## src/rtl/uart_pkg.sv

```systemverilog
// Register map, STATUS/CTRL bit positions and drain-FSM encoding for the
// memory-mapped UART bridge.
package uart_pkg;

    localparam logic [1:0] OFF_TXDATA = 2'd0;
    localparam logic [1:0] OFF_RXDATA = 2'd1;
    localparam logic [1:0] OFF_STATUS = 2'd2;
    localparam logic [1:0] OFF_CTRL   = 2'd3;

    localparam int STAT_TX_FULL  = 0;
    localparam int STAT_TX_EMPTY = 1;
    localparam int STAT_RX_EMPTY = 2;
    localparam int STAT_TX_BUSY  = 3;
    localparam int STAT_OVERFLOW = 4;
    localparam int STAT_TX_EN    = 5;

    localparam int CTRL_CLR_OVF = 0;
    localparam int CTRL_TX_EN   = 1;

    // A transmitter that never raises busy is assumed done after this many cycles
    localparam int BUSY_TIMEOUT = 4;

    typedef enum logic [1:0] {
        DRAIN_IDLE      = 2'd0,
        DRAIN_LOAD      = 2'd1,
        DRAIN_WAIT_BUSY = 2'd2,
        DRAIN_WAIT_DONE = 2'd3
    } drain_state_t;

endpackage

```

## src/rtl/uart_tx_fifo.sv

```systemverilog
// Power-of-two circular FIFO feeding the transmitter; a push into a full FIFO
// is accepted only when a pop frees the slot in the same cycle.
module uart_tx_fifo #(
    parameter int DEPTH = 8,
    parameter int WIDTH = 8
) (
    input  logic                     clk,
    input  logic                     rst,
    input  logic                     push,
    input  logic [WIDTH-1:0]         push_data,
    input  logic                     pop,
    output logic [WIDTH-1:0]         head,
    output logic                     full,
    output logic                     empty,
    output logic [$clog2(DEPTH):0]   count
);

    localparam int AW = $clog2(DEPTH);
    localparam logic [AW:0] FULL_COUNT = (AW+1)'(DEPTH);

    logic [WIDTH-1:0] mem [DEPTH];
    logic [AW-1:0]    wr_ptr;
    logic [AW-1:0]    rd_ptr;
    logic             do_push;
    logic             do_pop;

    assign full    = (count == FULL_COUNT);
    assign empty   = (count == '0);
    assign do_pop  = pop && !empty;
    assign do_push = push && (!full || do_pop);
    assign head    = mem[rd_ptr];

    always_ff @(posedge clk) begin
        if (do_push) begin
            mem[wr_ptr] <= push_data;
        end
    end

    // Pointers wrap naturally because DEPTH is a power of two
    always_ff @(posedge clk or negedge rst) begin
        if (!rst) begin
            wr_ptr <= '0;
            rd_ptr <= '0;
            count  <= '0;
        end else begin
            if (do_push) begin
                wr_ptr <= wr_ptr + 1'b1;
            end
            if (do_pop) begin
                rd_ptr <= rd_ptr + 1'b1;
            end
            case ({do_push, do_pop})
                2'b10:   count <= count + 1'b1;
                2'b01:   count <= count - 1'b1;
                default: count <= count;
            endcase
        end
    end

endmodule

```

## src/rtl/uart_bus_if.sv

```systemverilog
// CPU load/store window onto a UART: TX FIFO with drain FSM, RX head read,
// STATUS and CTRL registers.
module uart_bus_if
    import uart_pkg::*;
#(
    parameter logic [31:0] BASE_ADDR = 32'h0000_8000,
    parameter int          TX_DEPTH  = 8
) (
    input  logic        clk,
    input  logic        rst,
    input  logic [31:0] addr,
    input  logic [31:0] wdata,
    input  logic        we,
    input  logic        re,
    output logic [31:0] rdata,
    output logic        rvalid,
    output logic [7:0]  uart_tx_data,
    output logic        uart_start,
    input  logic        uart_tx_busy,
    input  logic [31:0] uart_rx_data,
    input  logic        uart_rx_empty,
    output logic        uart_rx_read_en
);

    localparam int CW = $clog2(TX_DEPTH) + 1;

    logic          hit;
    logic [1:0]    offset;
    logic          store;
    logic          load;
    logic          tx_push;
    logic          tx_pop;
    logic          tx_full;
    logic          tx_empty;
    logic [7:0]    tx_head;
    logic [CW-1:0] tx_count;
    logic          overflow;
    logic          tx_en;
    logic          ovf_set;
    logic          ovf_clr;
    logic          ctrl_store;
    logic [31:0]   status;
    logic [31:0]   read_value;
    drain_state_t  state;
    logic [1:0]    wait_cnt;
    logic          unused_bits;

    assign unused_bits = ^{addr[1:0], wdata[31:8]};

    // A simultaneous store and load is treated as a store only
    assign hit        = (addr[31:4] == BASE_ADDR[31:4]);
    assign offset     = addr[3:2];
    assign store      = we && hit;
    assign load       = re && !we;
    assign tx_push    = store && (offset == OFF_TXDATA);
    assign ctrl_store = store && (offset == OFF_CTRL);
    assign tx_pop     = (state == DRAIN_LOAD);
    assign ovf_set    = tx_push && tx_full && !tx_pop;
    assign ovf_clr    = ctrl_store && wdata[CTRL_CLR_OVF];

    assign uart_rx_read_en = rst && load && hit && (offset == OFF_RXDATA) && !uart_rx_empty;

    uart_tx_fifo #(
        .DEPTH(TX_DEPTH),
        .WIDTH(8)
    ) u_tx_fifo (
        .clk      (clk),
        .rst      (rst),
        .push     (tx_push),
        .push_data(wdata[7:0]),
        .pop      (tx_pop),
        .head     (tx_head),
        .full     (tx_full),
        .empty    (tx_empty),
        .count    (tx_count)
    );

    // Sticky overflow: a set in the same cycle as a clear takes priority
    always_ff @(posedge clk or negedge rst) begin
        if (!rst) begin
            overflow <= 1'b0;
            tx_en    <= 1'b1;
        end else begin
            if (ovf_set) begin
                overflow <= 1'b1;
            end else if (ovf_clr) begin
                overflow <= 1'b0;
            end
            if (ctrl_store) begin
                tx_en <= wdata[CTRL_TX_EN];
            end
        end
    end

    always_comb begin
        status                = '0;
        status[STAT_TX_FULL]  = tx_full;
        status[STAT_TX_EMPTY] = tx_empty;
        status[STAT_RX_EMPTY] = uart_rx_empty;
        status[STAT_TX_BUSY]  = uart_tx_busy;
        status[STAT_OVERFLOW] = overflow;
        status[STAT_TX_EN]    = tx_en;

        read_value = '0;
        if (hit) begin
            case (offset)
                OFF_RXDATA: if (!uart_rx_empty) read_value = uart_rx_data;
                OFF_STATUS: read_value = status;
                OFF_CTRL:   read_value[CTRL_TX_EN] = tx_en;
                default:    read_value = '0;
            endcase
        end
    end

    always_ff @(posedge clk or negedge rst) begin
        if (!rst) begin
            rdata  <= '0;
            rvalid <= 1'b0;
        end else begin
            rvalid <= load;
            rdata  <= load ? read_value : '0;
        end
    end

    // uart_start and uart_tx_data are registered together so the transmitter
    // sees the byte in the same cycle as the start pulse
    always_ff @(posedge clk or negedge rst) begin
        if (!rst) begin
            state        <= DRAIN_IDLE;
            wait_cnt     <= '0;
            uart_start   <= 1'b0;
            uart_tx_data <= '0;
        end else begin
            uart_start <= 1'b0;
            case (state)
                DRAIN_IDLE: begin
                    if (tx_en && (tx_count != '0) && !uart_tx_busy) begin
                        state <= DRAIN_LOAD;
                    end
                end
                DRAIN_LOAD: begin
                    uart_tx_data <= tx_head;
                    uart_start   <= 1'b1;
                    wait_cnt     <= '0;
                    state        <= DRAIN_WAIT_BUSY;
                end
                DRAIN_WAIT_BUSY: begin
                    if (uart_tx_busy) begin
                        state <= DRAIN_WAIT_DONE;
                    end else if (wait_cnt == 2'(BUSY_TIMEOUT - 1)) begin
                        state <= DRAIN_IDLE;
                    end else begin
                        wait_cnt <= wait_cnt + 1'b1;
                    end
                end
                DRAIN_WAIT_DONE: begin
                    if (!uart_tx_busy) begin
                        state <= DRAIN_IDLE;
                    end
                end
                default: state <= DRAIN_IDLE;
            endcase
        end
    end

endmodule

```

## config.mk

```make
export PLATFORM = sky130hd
export DESIGN_NAME = uart_bus_if
export DESIGN_NICKNAME = d
export VERILOG_FILES = /design/src/rtl/uart_pkg.sv /design/src/rtl/uart_tx_fifo.sv /design/src/rtl/uart_bus_if.sv
export SDC_FILE = /design/constraint.sdc
export NUM_CORES = 1
export LEC_CHECK = 0
export CORE_MARGIN = 1
export CORE_UTILIZATION = 30
export CTS_CLUSTER_SIZE = 14
export DETAILED_ROUTE_END_ITERATION = 6
export HOLD_SLACK_MARGIN = 0.05
export PLACE_DENSITY = 0.63
export SLEW_MARGIN = 10
export SYNTH_ARGS = -nofsm -noshare
export SYNTH_HDL_FRONTEND = slang
export SYNTH_SLANG_ARGS = --single-unit
```

## constraint.sdc

```tcl
create_clock -name clk -period 3.39 [get_ports clk]
set_input_delay 1.017 -clock clk [delete_from_list [all_inputs] [get_ports clk]]
set_output_delay 1.017 -clock clk [all_outputs]
set_load 0.02 [all_outputs]
```

* Word-level counts from Yosys, hierarchy flattened
Memory sizes are Yosys's and may differ from the RTL's. A register that Yosys moved wholly into a read port is not among the register bits.
Cells that the tools add are included.
** Storage, ports and cells
- Memories kept :: 1
- Logic and storage cells :: 84
- Output and inout bits :: 43
- Bits of input ports :: 102
- Memory bits (writable) :: 64
- Bits in registers :: 50
** Cells by class
- $add $sub $neg :: 5
- Equal/unequal tests :: 16
- Muxes and demuxes :: 20
- Reductions and logical operators :: 32
** Memories
- u_tx_fifo.mem :: depth 8, bits a word 8, read ports 1, clocked after Yosys merged registers in 1, write ports 1, line uart_tx_fifo.sv:21 : logic [WIDTH-1:0] mem [DEPTH];
** Operators by type and width (count)
- $mux W32 :: 3
- $pmux W30 S2 :: 1
- $eq A28 B12 Y1 const B :: 1
- $logic_and A1 B1 Y1 :: 15
- $eq A2 B2 Y1 const B :: 6
- $mux W2 :: 6
- $ne A2 B2 Y1 const B :: 4
- $pmux W2 S4 :: 1
- $pmux W4 S2 :: 1
- $logic_not A1 Y1 :: 7
- $add A3 B1 Y3 const B :: 2
- $eq A2 B1 Y1 const B :: 3
- $reduce_and A3 Y1 :: 2
- $reduce_bool A2 Y1 :: 3
- $mux W1 :: 5
- $add A4 B1 Y4 const B :: 1
- $eq A4 B4 Y1 const B :: 1
- $logic_not A2 Y1 :: 2
- $logic_not A4 Y1 :: 1
- $pmux W2 S2 :: 1
- $reduce_bool A4 Y1 :: 1
- $sub A4 B1 Y4 const B :: 1
- $ne A3 B3 Y1 const B :: 1
- $pmux W1 S3 :: 1
- other kinds (3) :: 3

* Logic depth before layout (Yosys ltp)
Gate-level depths: netlist of run 1.
- Depth after elaboration :: 7
- Mapped depth :: 12
- Mapped depth without buffers :: 11

* Modules after synthesis
Synthesis of run 1 repeated with hierarchy kept, for this count alone.
** Second synthesis, totals
- Cell total of the unflattened synthesis :: 313
- Area, all modules :: 5052.3 µm²
** By module, submodules not included
- uart_tx_fifo :: seq. area each 2172.1 µm², area an instance 3131.8 µm², cells each 164, times used 1
- uart_bus_if :: seq. area each 1202.4 µm², area an instance 1920.6 µm², cells each 149, times used 1

* Worst setup path after synthesis of run 1
No wires, ideal clock.
- Path type :: input to register
- Start :: input port addr[26]
- End :: memory u_tx_fifo.mem[5][0], enable pin
- Stages :: 5
- Path slack :: 150 ps
- Library setup time :: 395 ps
- Arrival time :: 2845 ps
- Buffers on the path :: 1
- Data required time :: 2995 ps
- Path through :: nor4_1 nand3_1 or2_4 buf_6 nor4_1
** On the way
- Cells in the longest elaborated chain, start to end :: 6
** RTL lines
- start: declaration :: line uart_bus_if.sv:11 : input logic [31:0] addr,
- $eq A28 B12 Y1 :: line uart_bus_if.sv:51 : assign hit = (addr[31:4] == BASE_ADDR[31:4]);
- $logic_and A1 B1 Y1 :: line uart_bus_if.sv:53 : assign store = we && hit;
- $logic_and A1 B1 Y1 :: line uart_bus_if.sv:55 : assign tx_push = store && (offset == OFF_TXDATA);
- $logic_and A1 B1 Y1 :: line uart_tx_fifo.sv:30 : assign do_push = push && (!full || do_pop);
- $mux W1 :: line uart_tx_fifo.sv:34 : if (do_push) begin
- $mux W1 (not written as such) :: line uart_tx_fifo.sv:35 : mem[wr_ptr] <= push_data;
- end: declaration :: line uart_tx_fifo.sv:21
No other way between the ends.

* Final worst setup path of run 1
- Start :: input port addr[22]
- End :: output port uart_rx_read_en
** On the way
- Cells in the longest elaborated chain, start to end :: 4
** RTL lines
- $eq A28 B12 Y1 :: line uart_bus_if.sv:51
- $logic_and A1 B1 Y1 (3 in series) :: line uart_bus_if.sv:61 : assign uart_rx_read_en = rst && load && hit && (offset == OFF_RXDATA) && !uart_rx_empty;
- end: declaration :: line uart_bus_if.sv:22 : output logic uart_rx_read_en
No other way between the ends.

==> metrics.txt, run 1 <==
status=finished clean; layout cells sized above 1=19.5%; synthesized area per cell=15.8 sq um; cells after synthesis=316; relative slew slack=47.5%; die area=17200 sq um; Filler cells=1410; Worst-Margin Slew=0.787 ns; CTS tree=yes; Met2 Wirelength=6.10 mm; RR Startpoint=u_tx_fifo.count[1]; initial antenna violation count=0; Max Cap Viol=0; final instance area=7190 sq um; sequential area share after synthesis=67.6%; Stages on worst setup path=6; Hold Fails Final Rpt=0; Remaining Overflow, GRT=0; Skew-Pair Late Insertion Delay=0.41 ns; WP data required=2.37 ns; CP peak stage delay=0.45 ns; DP Area=6560 sq um; WL per Instance=15.9 um; min-delay worst type=reg2reg; maximum vdd ir drop=0.311 mV; CTS clock-pin slew for the worst setup and hold paths=0.06 ns; drt drc=0; Placer Congestion=0.803; Worst setup SP type=input port; Setup CP Type=in2out; Slew Limit Fails=0; layout net count=578; hold_buf cts=0; met3 wire len=432 um; Multi-input gate area=1580 sq um; synth top area cells=edfxtp_1 (39%), dfrtp_1 (29%), mux4_2 (7.2%); clk root buf=clkbuf_16; DR iter-0 viols=234; Seq. cell area=3370 sq um; Cell Area, Synth=4990 sq um; Peak Freq=300 MHz; HPWL after DPL=7.70 mm; fin crit period=3.34 ns; Crit-path slowest cell=clkdlybuf4s50_1; period utilization=98.4%; Post-synth EDFFs=64; area delta synth->final=44.0%; die height=131 um; CTS max path bufs=2; Crit. End Element=output port; pin count of the biggest net entering global routing=59; post-synth net total=429; count leader, synth=edfxtp_1; H-tree levels=4; Reg2Reg Depth=9; worst-path cell chain=clkdlybuf4s50_1 > nor4_4 > nand4_4 > nor2_4 > and3_4 > buf_6; vias in the first global route=3509; Initial Util=31.1%; Min-Delay Path Depth=2; Yosys top cell area share=38.5%; unrepaired setup endpoints after global routing=false; Metal-1 WL=4.31 mm; max layer used=met4; #FFs+latches synth=122; Total GRT Usage=14.5%; cell area power density=521 nW/um^2; leakage power=0.00286 uW; CP startpoint=addr[22]; Clock Skews=0.00788 ns; Critical Path AT=2.32 ns; via count=3147; core area=16100 sq um; Post-synth top cells=edfxtp_1 (64), dfrtp_1 (57), and2_1 (27), nand2_1 (18), mux4_2 (16); drt total wl=11.0 mm; Setup-failing EPs final=0; main flop type after synthesis=edfxtp_1; Post-Layout Cell Count=694; crit-path max FO=2; I/O Pins=145; CP Buf/Inv Count=2; Placed Cells=661; # clock sinks=122; row count=46; antenna violation net count after detailed routing=0; count of cell types in the netlist=45; Util after Layout=44.8%; first-pass GRT wire length=18.0 mm; IO Port Bufs=118; overall die width=131 um; Syn. warnings=0; CTS Buf Count=17; Antenna diodes=0; Vias/cell=4.53; CP top delay family=simple AND/OR/NAND/NOR gates; hold_sp=uart_tx_data[4]; post-synthesis async set-or-reset flop share=47.5%; cell taking the most area after synthesis=edfxtp_1; drt first pass iters=4
[path summary, 6_finish.rpt]
path / endpoint / slack, ns
max: uart_rx_read_en / 0.05
min: uart_tx_data[4] / 0.48
max reg2reg: u_tx_fifo.count[2] / 0.90
min reg2reg: uart_tx_data[4] / 0.48
max in group asynchronous: rdata[24] / 1.99
min in group asynchronous: uart_tx_data[5] / 0.84
[through the flow]
stage | total power [uW] | hold WS [ns] | worst slack, ns | TNS (ns)
after global routing | 3910 | 0.501 | 0.00657 | 0
final | 3740 | 0.478 | 0.0530 | 0
after global placement | 2100 | 0.464 | -0.501 | -0.716
after detailed placement | 2120 | 0.474 | -0.528 | -0.898
after floorplan | 1870 | 0.465 | 0.150 | 0
after CTS | 3810 | 0.488 | 0.0237 | 0
[cell families after synthesis]
| family | synth area share, % |
|---|---|
| xor gates and xnor gates | 1.58 |
| AOI/OAI and AO/OA | 3.18 |
| DFF | 67.6 |
| and+or+nand+nor | 13.4 |
| adders and majority gates | 2.76 |
| muxes | 9.93 |
| buffers and inverters | 1.55 |
[power by group]
part           switching [uW]  leakage (uW)  internal [uW]
Sequential               47.9       0.00136           1630
Combinational             191       0.00124            215
Clock                     651      0.000254           1010
Total                     890       0.00286           2850
[flip-flops by register name (all words and copies together) (netlist names), 2 cells and up]
name / count
u_tx_fifo.mem: 64
rdata: 32
uart_tx_data: 8
u_tx_fifo.count: 4
u_tx_fifo.rd_ptr: 3
u_tx_fifo.wr_ptr: 3
state: 2
wait_cnt: 2
[final cells by class]
cell class                 instances  area share [%]
timing repair buffer             143            19.5
inverter                           4           0.209
clock inverter                    14            1.72
multi-input combinational        177            21.9
tap                              216            3.76
sequential                       122            47.0
clock buffer                      18            5.97
[layout by cell type, fill, tap and decap left out, types with 11 or more instances in the layout]
master and instances:
and2_1 27, o21ai_0 12, mux4_2 16, clkbuf_16 17
dfrtp_1 57, dlymetal6s2s_1 14, edfxtp_1 64, ha_1 11
clkdlybuf4s50_1 101, nand2_1 18, buf_4 25, nor2_1 12
[worst register-to-register path, stage by stage (launching register included)]
cell and delay (ns):
dfrtp_1 0.44, nor4_1 0.54, nor2_1 0.25, ha_1 0.28, xor2_1 0.14, ha_1 0.19
a21oi_1 0.17, xor2_1 0.16, nor2_1 0.06, xor2_1 0.14
[routing by layer]
metal / global-route usage [%] / vias to the layer above
li1: - / 1487
met1: 15.0 / 1569
met5: 0 / -
met3: 4.23 / 18
met4: 6.63 / 0
met2: 26.9 / 73
[timing repair]
item                       4_1_cts  5_1_grt
resized for setup                8       20
pin swaps                        4       10
setup buffers                    1        0
setup endpoints to repair        1        1
No activity file was read; power rests on OpenSTA's default activity.
==> run 2, diff against run 1 <==
- CORE_UTILIZATION: 30 -> 51
- PLACE_DENSITY: 0.63 -> 0.93
==> run 2 against run 1 <==
The run now ends with setup timing left. Design area decreased by 1.9%. First-iteration DRC count increased by 43%. Critical path depth unchanged. Cell count is 13% lower. Hold slack worse by 0.0023 ns. Routed wire length increased by 5.3%. Non-clock buffer count is the same. Clock power hardly changed. Utilization grew 30 points. Critical path type unchanged.
==> metrics.txt, run 2 (synthesis results as in run 1) <==
Skew-Pair Late Insertion Delay=0.52 ns (+0.11 ns); first-pass GRT wire length=18.0 mm (about the same); commonest non-fill, non-tap cell in the layout=clkdlybuf4s50_1; row count=35 (-24%); Worst setup SP type=input port; Setup-failing EPs final=1 (+1); drt total wl=11.6 mm (+5.3%); Post-Layout Cell Count=607 (-13%); I/O Pins=145 (unchanged); Critical Path AT=2.38 ns (+0.06 ns); Worst-Margin Slew=0.890 ns (+0.103 ns); maximum vdd ir drop=0.308 mV (-1.0%); Initial Util=53.3% (+22 points); drt drc=0 (unchanged); vias in the first global route=3499 (-0.28%); CTS clock-pin slew for the worst setup and hold paths=0.06 ns (about the same); IO Port Bufs=118 (unchanged); WL per Instance=19.2 um (+20%); Placer Congestion=0.766 (-4.6%); overall die width=101 um (-23%); total power=3710 uW (-0.71%); Setup CP Type=in2out; Hold Fails Final Rpt=0 (unchanged); max reg flops=64 (unchanged); initial antenna violation count=0 (unchanged); area delta synth->final=41.3%; Worst R2R End=u_tx_fifo.count[2]; Total GRT Usage=24.7% (+10 points); Min-Delay Path Depth=2 (unchanged); die height=101 um (-23%); WP data required=2.37 ns (about the same); Clock Skews=0.0106 ns (+0.00271 ns); layout net count=578 (unchanged); antenna violation net count after detailed routing=0 (unchanged); period utilization=100% (+1.7 points); DP Area=6430 sq um (-1.9%); hold_buf cts=0 (unchanged); RR Startpoint=u_tx_fifo.count[1]; H-tree levels=4 (unchanged); Max Cap Viol=0 (unchanged); cell area power density=527 nW/um^2 (+1.2%); min-delay worst type=reg2reg; Peak Freq=295 MHz (-1.7%); pin count of the biggest net entering global routing=59 (unchanged); Regs by FF count=u_tx_fifo.mem x64, rdata x32, uart_tx_data x8; DR iter-0 viols=335 (+43%); final instance area=7050 sq um (-1.9%); relative slew slack=40.7% (-6.8 points); Top reg by flops=u_tx_fifo.mem; Remaining Overflow, GRT=0 (unchanged); Reg2Reg Depth=9 (unchanged); violated checks=setup timing; CTS max path bufs=2 (unchanged); crit-path max FO=2 (unchanged); Crit. End Element=output port; Placed Cells=572 (-13%); CTS Buf Count=17 (unchanged); hold_sp=uart_tx_data[6]; CTS tree=yes; status=finished with violations; drt first pass iters=4 (unchanged); layout cells sized above 1=19.5% (unchanged); commonest cells after routing, fill and taps aside=clkdlybuf4s50_1 (102), edfxtp_1 (64), dfrtp_1 (57); die area=10200 sq um (-41%); # clock sinks=122 (unchanged); fin crit period=3.39 ns (+0.0567 ns); Vias/cell=5.40 (+19%); slack of the worst reg-to-reg path=0.70 ns (-0.20 ns); Antenna diodes=0 (unchanged); Slew Limit Fails=0 (unchanged); HPWL after DPL=7.48 mm (-2.8%); clk root buf=clkbuf_8; leakage power=0.00283 uW (-0.91%); via count=3278 (+4.2%); core area=9370 sq um (-42%); hold endpoint=uart_tx_data[6]; worst setup margin=-0.00371 ns (-0.0567 ns)
[run 2: metrics by stage]
stage,TNS [ns],setup slack (ns),hold slack (ns),utilization [%]
3_5_place_dp,-1.07,-0.561,0.470,68.6
5_1_grt,-0.0724,-0.0724,0.497,75.2
4_1_cts,0,0.00104,0.482,74.7
2_1_floorplan,0,0.150,0.465,-
3_3_place_gp,-0.588,-0.469,0.460,68.6
6_report,-0.00371,-0.00371,0.476,75.2
[run 2: what timing repair did]
item,4_1_cts,5_1_grt
pin swaps,5,9
setup endpoints to repair,1,1
resized for setup,10,15
buffers inserted,2,1
[run 2: area by class of cell]
class,count,area [sq um]
tap,129,161
sequential,122,3370
clock inverter,14,125
multi-input combinational,177,1560
inverter,4,15.0
fill,572,2320
timing repair buffer,143,1390
clock buffer,18,418
[run 2: critical path, stage by stage]
cell             delay, ns
clkdlybuf4s50_1       0.43
nor4_1                0.32
nand3_1               0.19
nor2_4                0.13
and3_4                0.18
buf_6                 0.11
[run 2: power breakdown]
group	leakage [uW]	switching [uW]	internal [uW]	total (uW)
Sequential	0.00136	47.4	1630	1680
Combinational	0.00122	197	213	410
Clock	0.000250	656	971	1630
Total	0.00283	900	2810	3710
[run 2: per-layer routing]
metal	vias up	track usage (%)	share of wire, %
li1	1489	-	-
met1	1618	26.9	38
met2	140	42.4	53
met3	31	8.67	6.6
met4	0	13.6	2.8
met5	-	0	0
[run 2: how the worst max path moves through the flow]
stage | start | cells after the start | slack [ns] | end
after floorplan | addr[26] | 5 | 0.15 | u_tx_fifo.mem[5][0]
after global placement | addr[19] | 6 | -0.47 | uart_rx_read_en
after detailed placement | addr[23] | 6 | -0.56 | uart_rx_read_en
after CTS | addr[8] | 6 | 0.001 | uart_rx_read_en
after global routing | addr[24] | 6 | -0.07 | uart_rx_read_en
final | addr[25] | 6 | -0.004 | uart_rx_read_en
